===== config.mk =====
export PLATFORM = sky130hd
export DESIGN_NAME = rf_wb_arbiter
export DESIGN_NICKNAME = d
export VERILOG_FILES = /design/src/rtl/rf_wb_arbiter.sv
export SDC_FILE = /design/constraint.sdc
export NUM_CORES = 1
export LEC_CHECK = 0
export ABC_CLOCK_PERIOD_IN_PS = 2410
export CORE_MARGIN = 2
export CORE_UTILIZATION = 50
export CTS_BUF_LIST = sky130_fd_sc_hd__clkbuf_16
export CTS_CLUSTER_DIAMETER = 200
export CTS_CLUSTER_SIZE = 14
export DETAILED_ROUTE_END_ITERATION = 10
export GPL_ROUTABILITY_DRIVEN = 0
export PLACE_DENSITY_LB_ADDON = 0.3
export SLEW_MARGIN = 20
export SYNTH_ARGS = -nofsm -noshare
export SYNTH_HDL_FRONTEND = slang
export SYNTH_SLANG_ARGS = --single-unit
export TNS_END_PERCENT = 20

===== constraint.sdc =====
create_clock -name clk -period 2.41 [get_ports clk]
set_input_delay 0.241 -clock clk [delete_from_list [all_inputs] [get_ports clk]]
set_output_delay 0.241 -clock clk [all_outputs]
set_load 0.1 [all_outputs]

===== src/rtl/rf_wb_arbiter.sv =====
// GPR write-port controller: post-reset zero-clear, round-robin EXU/LSU writeback, busy scoreboard.
// Optional perf counters (conflict_cnt, stall_cnt) built when RF_WB_ARB_PERF_EN is defined.
module rf_wb_arbiter #(
    parameter int unsigned ADDR_WIDTH = 5,
    parameter int unsigned DATA_WIDTH = 32
) (
    input  logic                  clk,
    input  logic                  rstn,
    input  logic                  wb0_valid,
    output logic                  wb0_ready,
    input  logic [ADDR_WIDTH-1:0] wb0_addr,
    input  logic [DATA_WIDTH-1:0] wb0_data,
    input  logic                  wb1_valid,
    output logic                  wb1_ready,
    input  logic [ADDR_WIDTH-1:0] wb1_addr,
    input  logic [DATA_WIDTH-1:0] wb1_data,
    input  logic                  issue_en,
    input  logic [ADDR_WIDTH-1:0] issue_addr,
    input  logic [ADDR_WIDTH-1:0] ra_addr,
    input  logic [ADDR_WIDTH-1:0] rb_addr,
    output logic                  ra_busy,
    output logic                  rb_busy,
    output logic                  rf_wen,
    output logic [ADDR_WIDTH-1:0] rf_waddr,
    output logic [DATA_WIDTH-1:0] rf_wdata,
    output logic                  init_done
`ifdef RF_WB_ARB_PERF_EN
    ,
    output logic [31:0]           conflict_cnt,
    output logic [31:0]           stall_cnt
`endif
);

    localparam int unsigned NREG = 2 ** ADDR_WIDTH;

    typedef enum logic {
        CLEAR = 1'b0,
        RUN   = 1'b1
    } state_t;

    state_t                  state, state_d;
    logic [ADDR_WIDTH-1:0]   clr_cnt, clr_cnt_d;
    logic [NREG-1:0]         busy, busy_d;
    logic                    rr_last, rr_last_d;
    logic                    rf_wen_d;
    logic [ADDR_WIDTH-1:0]   rf_waddr_d;
    logic [DATA_WIDTH-1:0]   rf_wdata_d;
    logic                    init_done_d;
    logic                    gnt0, gnt1, hs;
    logic [ADDR_WIDTH-1:0]   wb_addr;
    logic [DATA_WIDTH-1:0]   wb_data;

    // State and registered outputs
    always_ff @(posedge clk or negedge rstn) begin
        if (!rstn) begin
            state     <= CLEAR;
            clr_cnt   <= '0;
            busy      <= '0;
            rr_last   <= 1'b1;
            rf_wen    <= 1'b0;
            rf_waddr  <= '0;
            rf_wdata  <= '0;
            init_done <= 1'b0;
        end else begin
            state     <= state_d;
            clr_cnt   <= clr_cnt_d;
            busy      <= busy_d;
            rr_last   <= rr_last_d;
            rf_wen    <= rf_wen_d;
            rf_waddr  <= rf_waddr_d;
            rf_wdata  <= rf_wdata_d;
            init_done <= init_done_d;
        end
    end

    // Next state, arbitration and scoreboard update
    always_comb begin
        state_d     = state;
        clr_cnt_d   = clr_cnt;
        busy_d      = busy;
        rr_last_d   = rr_last;
        rf_wen_d    = 1'b0;
        rf_waddr_d  = rf_waddr;
        rf_wdata_d  = rf_wdata;
        init_done_d = init_done;
        gnt0        = 1'b0;
        gnt1        = 1'b0;
        hs          = 1'b0;
        wb_addr     = wb0_addr;
        wb_data     = wb0_data;

        case (state)
            CLEAR: begin
                rf_wen_d   = 1'b1;
                rf_waddr_d = clr_cnt;
                rf_wdata_d = '0;
                clr_cnt_d  = clr_cnt + ADDR_WIDTH'(1);
                if (clr_cnt == ADDR_WIDTH'(NREG - 1)) begin
                    state_d = RUN;
                end
            end
            RUN: begin
                init_done_d = 1'b1;
                // On a tie the requester that did not win last gets the port
                gnt0 = wb0_valid && (!wb1_valid || rr_last);
                gnt1 = wb1_valid && (!wb0_valid || !rr_last);
                hs   = gnt0 || gnt1;
                if (gnt1) begin
                    wb_addr = wb1_addr;
                    wb_data = wb1_data;
                end
                if (hs) begin
                    rr_last_d         = gnt1;
                    rf_wen_d          = (wb_addr != '0);
                    rf_waddr_d        = wb_addr;
                    rf_wdata_d        = wb_data;
                    busy_d[wb_addr]   = 1'b0;
                end
                // A same-cycle issue to the retiring register wins: newer producer pending
                if (issue_en && (issue_addr != '0)) begin
                    busy_d[issue_addr] = 1'b1;
                end
            end
            default: state_d = CLEAR;
        endcase
    end

    assign wb0_ready = gnt0;
    assign wb1_ready = gnt1;
    assign ra_busy   = busy[ra_addr];
    assign rb_busy   = busy[rb_addr];

`ifdef RF_WB_ARB_PERF_EN
    logic conflict_c;
    logic stall_c;

    assign conflict_c = (state == RUN) && wb0_valid && wb1_valid;
    assign stall_c    = (state == RUN) && ((wb0_valid && !gnt0) || (wb1_valid && !gnt1));

    // Contention counters, free-running with natural wrap
    always_ff @(posedge clk or negedge rstn) begin
        if (!rstn) begin
            conflict_cnt <= '0;
            stall_cnt    <= '0;
        end else begin
            if (conflict_c) conflict_cnt <= conflict_cnt + 32'd1;
            if (stall_c)    stall_cnt    <= stall_cnt + 32'd1;
        end
    end
`endif

endmodule


==> impl_summary.md, run 1 <==
Setup path
STA puts the critical path data arrival time at 2.01 ns. The most numerous cell on the critical path is buf_12. The start of the worst register-to-register path is rr_last$_DFFE_PN1P_.

The cell depth of the worst flop-to-flop path is 6. The endpoint identified for the worst register-to-register timing path is busy[11]$_DFFE_PN0P_. The signal on the critical path passes through clkdlybuf4s50_1, buf_12, mux2i_1, a22oi_1, nand4b_1, a21oi_1, a311o_1, buf_12. The critical path launch point type is an input pin. In this run the register-to-register setup slack is 0.28 ns. The critical setup path kind is in -> out. The slowest stage cell on the critical path is clkdlybuf4s50_1. For this run, the slowest stage of the critical path takes 0.51 ns. The kind of end point of the critical path is a primary output. The required time of the critical path is 2.17 ns.

The critical path buffer and inverter count is 3. In this run the worst setup path begins at ra_addr[1]. The top fanout value on the critical path is 16. The cell family contributing the most delay on the critical path is buffers and inverters.

CTS
The clock buffer count from CTS is 9. Gates resized during post-CTS repair numbered 0. The tree is rooted in a clkbuf_16. The number of buffers on the longest clock path is 2. The H-tree was split into 3 levels. TritonCTS built the clock tree. After clock tree synthesis, the clock-pin slew on the worst setup and hold paths is 0.06 ns. The number of clock sinks is 78. The insertion delay to the later sink of the worst-skew pair is 0.33 ns. The count of hold-fix buffers inserted at cts is 0. The setup fix buffers added after clock tree synthesis is 0.

Finish
0 antenna diodes ended up in the layout. Once layout is complete, the cells apart from fillers number 693. The number of nets at the end of the flow is 679. The growth of design area from synthesis to finish is 40.16%.

The count of filler cells inserted in the layout is 603. In the final layout, the share of cells above drive strength 1 is 0.1531.

Synth
After synthesis the netlist holds a flip-flop and latch count of 78. After synthesis the cells add up to 0.004255 sq mm. Of the total synthesized cell area, the portion taken by AND, OR, NAND and NOR gates is 0.1808. Averaged over all synthesized cells, the footprint is 9.499 sq um. Of the total synthesized cell area, the portion taken by full adders, half adders and majority gates is 0.005881. The number of library cell types mapped by synthesis is 51. The cell taking the most area after synthesis is dfrtp_1. The proportion of synthesized area in mux cells is 0.1053. The share of synthesized area in the top cell type comes to 0.4528. Counting every net in the synthesized netlist gives 544. The sequential fraction of the synthesis area is 0.4590. Among all flip-flop cells after synthesis, the most frequent one is dfrtp_1. The warning count from the yosys run is 0. The area fraction in compound gates after synthesis is 0.2079. The largest family of logic cells by synthesized area is compound AO/OA/AOI/OAI gates. By count the netlist is led by dfrtp_1, nor2_1, nand2_1. In the post-synthesis netlist, the biggest area contributors are dfrtp_1, mux2i_1, o21ai_1.

The post-synthesis instance total is 448. The parity-gate share of the synthesized area counting xor and xnor cells is 0.006175. After synthesis, the share of flip-flops with an asynchronous set or reset is 1.000.

Yosys instantiated no cell more often than dfrtp_1. Yosys mapped a number of flops with a built-in enable equal to 0.

Timing
The max-slew violation total from the final report is 0. The post-route worst setup slack is 0.1547 ns. Setup repair after global routing left no endpoint under its margin. The transition time of the tightest slew-check pin is 0.9666 ns. The peak clock frequency supported by timing is 0.4434 GHz.

Final hold analysis gives a worst-case slack of 0.04872 ns. The count of endpoints failing setup in the final report is 0. The remaining max-slew budget at the tightest pin is 0.3556.

The hold violation count in the final report is 0. The worst path needs 2.255 ns of the cycle, external delays included. Of the available clock period, the critical path in the final layout requires 0.9358. Clock skew on the completed layout was measured at 0.006990 ns.

Place
The placed cell count is 677. The count of input and output buffers is 136. The worst setup slack before clock tree synthesis is 0.08450 ns. The HPWL after detailed placement is 9.118 mm.

Die
The horizontal extent of the die is 96.26 um. Pin placement for this block handled 137 I/O pins. Measured along the y axis, the die boundary spans 96.26 um. The die covers 0.009265 sq mm. The area of the placeable core is 0.008217 sq mm. The initial utilization of the core area, before any placement, comes to 0.5179. The number of rows created at floorplan is 33.

Pwr
The analysis attributes to cell leakage a power of 0.002583 uW. The power share of the sequential group is 0.359. The combinational share of power is 0.343.

Of the total power, the share spent switching nets is 0.3799. The clock share of power is 0.298. In this run the power spent charging and discharging nets is 1679 uW.

The power density relative to cell area is 740.8 mW/mm^2. The peak ir drop on the vdd network is 482.4 uV. The internal power is 2740 uW.

Drt
The residual DRC count is 0. The first-pass iteration count of the detailed router is 7. Wires add up to 12.57 mm. The total number of vias is 4166. Using the TritonRoute via totals, the vias-per-cell ratio works out to 6.012.

The post-detailed-route wirelength per cell is 18.13 um. The detailed router's first-iteration violation count is 312. The remaining antenna violation count is 0.

GRT
The global-route wire length before repair is 19.36 mm. The overall routing resource usage is 0.2720. Summed over all layers, the global routing overflow is 0. The number of antenna violations at the first check in global routing is 0. The pin count of the biggest net entering global routing is 79. The number of global-route vias before repair is 4011.

Run
The tool flagged a number of max-cap violations equal to 0.

Run status
The flow ran to the end, and the final reports show no timing, DRC or antenna violations.

Worst hold path
The worst hold path class is in -> async.
==> layout by cell type, fill, tap and decap left out, drive strengths merged, types with 2 or more instances in the layout <==
cell type | netlist | layout
buf | 17 | 57
mux2i | 39 | 39
nand2 | 57 | 57
and2 | 2 | 2
dfrtp | 77 | 77
o21ai | 63 | 63
a21o | 3 | 3
a21oi | 7 | 7
a31oi | 4 | 4
clkbuf | 8 | 9
xnor2 | 3 | 3
nand3 | 10 | 10
clkdlybuf4s50 | 0 | 92
a311oi | 16 | 16
inv | 1 | 3
nand4b | 2 | 2
nor2b | 8 | 8
a22oi | 8 | 8
o211ai | 2 | 2
or2 | 4 | 4
mux2 | 4 | 4
nor3b | 2 | 2
nand4 | 2 | 2
clkinv | 1 | 4
nand2b | 6 | 6
nor2 | 62 | 62
ha | 2 | 2
a211oi | 5 | 5
a311o | 2 | 2
nand3b | 4 | 4
o221ai | 17 | 17
==> per-stage QoR <==
step                instance area (sq um)    util  TNS, ns  power [uW]
floorplan                            4258       -  -0.1254        2599
global placement                     5672  0.6903        0        3078
detailed placement                   5672  0.6903        0        3109
CTS                                  5964  0.7259        0        4432
global route                         5964  0.7259        0        4581
finish                               5964  0.7259        0        4418
==> worst max-delay path by stage <==
| stage | slack (ns) | cells after the start | end |
|---|---|---|---|
| floorplan | -0.13 | 5 | wb1_ready |
| global placement | 0.20 | 8 | rb_busy |
| detailed placement | 0.08 | 7 | busy[14]$_DFFE_PN0P_ |
| CTS | 0.17 | 8 | ra_busy |
| global route | 0.10 | 8 | ra_busy |
| finish | 0.15 | 8 | ra_busy |
==> routing by layer <==
metal	wire length, um	track usage	up-vias
li1	-	-	1911
met1	5037	0.3509	2038
met2	6346	0.4439	186
met3	892	0.06735	31
met4	291	0.09881	0
met5	0	0	-
==> kinds of logic after synthesis <==
kind of cell	Yosys count
flops	78
simple gates	163
compound gates	132
buf+inv	27
fa+ha+maj	2
mux	43
xor+xnor	3
==> cell type report <==
cell class                 instances  area (sq um)  area share
tap                              105         131.4     0.02203
clock inverter                     7         67.56     0.01133
inverter                           2         7.507    0.001259
sequential                        78          1953      0.3275
timing repair buffer             149          1424      0.2387
multi-input combinational        343          2156      0.3614
clock buffer                       9         225.2     0.03776
==> power by group through the flow <==
| stage | registers [uW] | clock network [uW] | logic (uW) |
|---|---|---|---|
| floorplan | 2140 | 0 | 461 |
| global placement | 1590 | 0 | 1480 |
| detailed placement | 1600 | 0 | 1510 |
| CTS | 1580 | 1340 | 1520 |
| global route | 1600 | 1380 | 1600 |
| finish | 1590 | 1320 | 1510 |
==> flip-flops by register name, summed over array words and instances (netlist names) <==
register and flops:
busy 32, rf_wdata 32, clr_cnt 5, rf_waddr 5, init_done 1, rf_wen 1, rr_last 1, state 1
Power figures use the tool's default switching activity.
==> run 2: changes to the inputs <==
--- a/config.mk
+++ b/config.mk
@@ -13,6 +13,7 @@
 export CTS_CLUSTER_SIZE = 14
 export DETAILED_ROUTE_END_ITERATION = 10
 export GPL_ROUTABILITY_DRIVEN = 0
+export GPL_TIMING_DRIVEN = 0
 export PLACE_DENSITY_LB_ADDON = 0.3
 export SLEW_MARGIN = 20
 export SYNTH_ARGS = -nofsm -noshare
==> run 2 against run 1 <==
  * The run now ends with negative setup slack left
  * Global-route usage rose by 0.89 points
  * Final area rose by 0.65%
  * Hold slack improved by 0.35 ns
  * Clock skew fell by 0.0013 ns
  * First-iteration DRC count fell by 0.64%
  * Maximum frequency fell by 7.2%
  * Sequential cell count did not move
  * Combinational power barely moved
  * Via count fell by 0.79%
  * Clock power fell by 9.8%
==> impl_summary.md, run 2 (synthesis gave the netlist of run 1 again) <==
Run status
The run finished, with violations left. The final reports fail on negative setup slack.

Timing
The worst hold margin is 0.3950 ns. The post-route worst setup slack is -0.02126 ns. Setup repair after global routing could not meet its margin everywhere. The count of endpoints failing setup in the final report is 1. The max-slew violation total from the final report came to 0. At the pin with the least slew margin, the transition time is 1.024 ns. Setup total negative slack on the finished layout was measured at -0.02126 ns. The remaining max-slew budget at the tightest pin is 0.3150. The largest clock skew in the final design is 0.005700 ns. The minimum clock period after layout is 2.431 ns. The peak clock frequency supported by timing is 0.4113 GHz. The share of the cycle needed by the critical path after routing is 1.009. The hold violation count in the final report is 0.

Finish
At the end of the flow, the number of nets in the layout was 690. The share of layout cells above drive strength 1 is 0.08514. The most common cell after layout, fill and taps aside is clkdlybuf4s50_1. The number of cells in the finished layout apart from fillers is 704. The growth of design area from synthesis to finish is 41.08%. In the final layout, the registers with the most flip-flops are busy x32, rf_wdata x32.

The number of antenna cells inserted is 0. The library cells used most frequently in the layout, excluding fill and tap cells, are clkdlybuf4s50_1, dfrtp_1, nor2_1, nand2_1, o21ai_1.

Drt
Once detail routing completed, the nets flagged for antenna violations numbered 0. After detailed routing, the average wire length per cell comes to 17.94 um. The detailed router's first-iteration violation count is 310. The residual DRC count is 0. The number of vias per cell is 5.871. The final wirelength is 12.63 mm.

The total number of vias is 4133. The first TritonRoute pass finished after 5 iterations.

Place
Counting tap cells, the placed design contains a total of 688 instances. The detailed placement HPWL is 9.545 mm. The count of input and output buffers is 134.

Setup path
The kind of end point of the critical path is a primary output. The endpoint identified for the worst register-to-register timing path is busy[17]$_DFFE_PN0P_. The capturing instance or port of the critical path is rb_busy. The start of the worst register-to-register path is rr_last$_DFFE_PN1P_.

STA puts the critical path data required time at 2.17 ns. The top fanout value on the critical path is 4. The number of cells on the worst reg-to-reg path is 6.

The worst setup path startpoint is rb_addr[0]. The worst setup path is of the in -> out kind. For the worst setup path, the data arrival time is 2.19 ns. Setup slack on the worst reg-to-reg path comes out at 0.55 ns.

The critical path launch point type is an input pin.

CTS
The clock tree synthesis step divided the H-tree into 3 levels. The tree built by TritonCTS fans out to 78 sinks. The number of buffers on the longest clock path is 2. The insertion delay to the later sink of the worst-skew pair is 0.33 ns. After clock tree synthesis, the clock-pin slew on the worst setup and hold paths is 0.06 ns. After clock tree synthesis, the setup repair step added 0 buffers. Buffers inserted during clock tree synthesis total 9. The CTS tree is built. The library cell used as clock root buffer is clkbuf_16.

Die
The number of rows created at floorplan is 33. The chip height is 96.26 um. The number of top-level pins is 137. The die covers 0.009265 sq mm. The core region is 0.008217 sq mm. The effective utilization at floorplan is 0.5179. The horizontal extent of the die is 96.26 um.

GRT
The pin count of the biggest net entering global routing is 48. The number of global-route vias before repair is 4123. The first global-routing pass estimated 19.86 mm of wire.

The total overflow reported by the global router is 0. The overall routing resource usage is 0.2809. The number of antenna violations at the first check in global routing is 0.

Run
The tool flagged a number of max-cap violations equal to 0.

Worst hold path
In this run the worst hold path is classified as in -> async.

Pwr
The power density relative to cell area is 713.6 mW/mm^2. The static leakage is 0.002534 uW. The worst-case IR drop observed on VDD is 522.2 uV.
run 2: changes by cell type in the layout (fill, tap and decap cells not counted), moves of 3 or more:
cell             before  now
clkinv_1              1    4
clkbuf_1              0    7
clkdlybuf4s50_1      92  129
buf_2                 0    9
buf_4                51    7
buf_12                6    1
run 2: critical path, cell delays in order:
cell	delay (ns)
clkdlybuf4s50_1	0.50
nor2b_1	0.32
a22oi_1	0.15
nand4b_1	0.12
a21oi_1	0.05
a311o_1	0.34
clkdlybuf4s15_2	0.47
run 2: report_power, final:
part	internal [uW]	switching (uW)	total, uW
sequential	1460	114	1580
combinational	484	1040	1520
clock	680	506	1190
total	2630	1650	4280
run 2: cell type report:
class / instances / area, sq um
clock inverters: 7 / 32.53
flip-flops and latches: 78 / 1953
multi-input cells: 343 / 2156
clock buffers: 9 / 225.2
inverters: 2 / 7.507
well taps: 105 / 131.4
fillers: 622 / 2213
plain buffers: 24 / 137.6
repair buffers: 136 / 1360
run 2: per-stage QoR:
stage / util / worst slack [ns] / total power, uW / instance area [sq um]
2_1_floorplan: - / -0.1254 / 2599 / 4258
3_3_place_gp: 0.6974 / -1.509 / 3080 / 5731
3_5_place_dp: 0.6996 / -0.6631 / 3114 / 5748
4_1_cts: 0.7308 / -0.01411 / 4291 / 6005
5_1_grt: 0.7306 / -0.09566 / 4454 / 6003
6_report: 0.7306 / -0.02126 / 4284 / 6003
run 2: worst min-delay path by stage:
stage	from	to	cells past startpoint	slack, ns
CTS	rstn	init_done$_DFFE_PN0P_	2	0.41
global route	rstn	init_done$_DFFE_PN0P_	2	0.45
floorplan	rstn	busy[0]$_DFFE_PN0P_	0	-0.05
global placement	init_done$_DFFE_PN0P_	init_done$_DFFE_PN0P_	1	0.45
finish	rstn	init_done$_DFFE_PN0P_	2	0.40
detailed placement	rstn	init_done$_DFFE_PN0P_	1	0.22
run 2: metal layers:
layer	GRT usage	wire length [um]
met1	0.3824	5312
met2	0.4543	6303
met3	0.05795	906
met4	0.08214	110
met5	0	0
run 2: repair_timing:
action                                 4_1_cts  5_1_grt
hold buffers                                 1        0
endpoints found under the hold margin       30        0
setup endpoints to repair                    4        4
gates resized for setup                     16        4
pin swaps                                    0        0
==> run 3: changes to the inputs <==
--- a/config.mk
+++ b/config.mk
@@ -13,7 +13,6 @@
 export CTS_CLUSTER_SIZE = 14
 export DETAILED_ROUTE_END_ITERATION = 10
 export GPL_ROUTABILITY_DRIVEN = 0
-export GPL_TIMING_DRIVEN = 0
 export PLACE_DENSITY_LB_ADDON = 0.3
 export SLEW_MARGIN = 20
 export SYNTH_ARGS = -nofsm -noshare
==> results of run 3 <==
Final layout, timing and power as in run 1 (identical DEF).
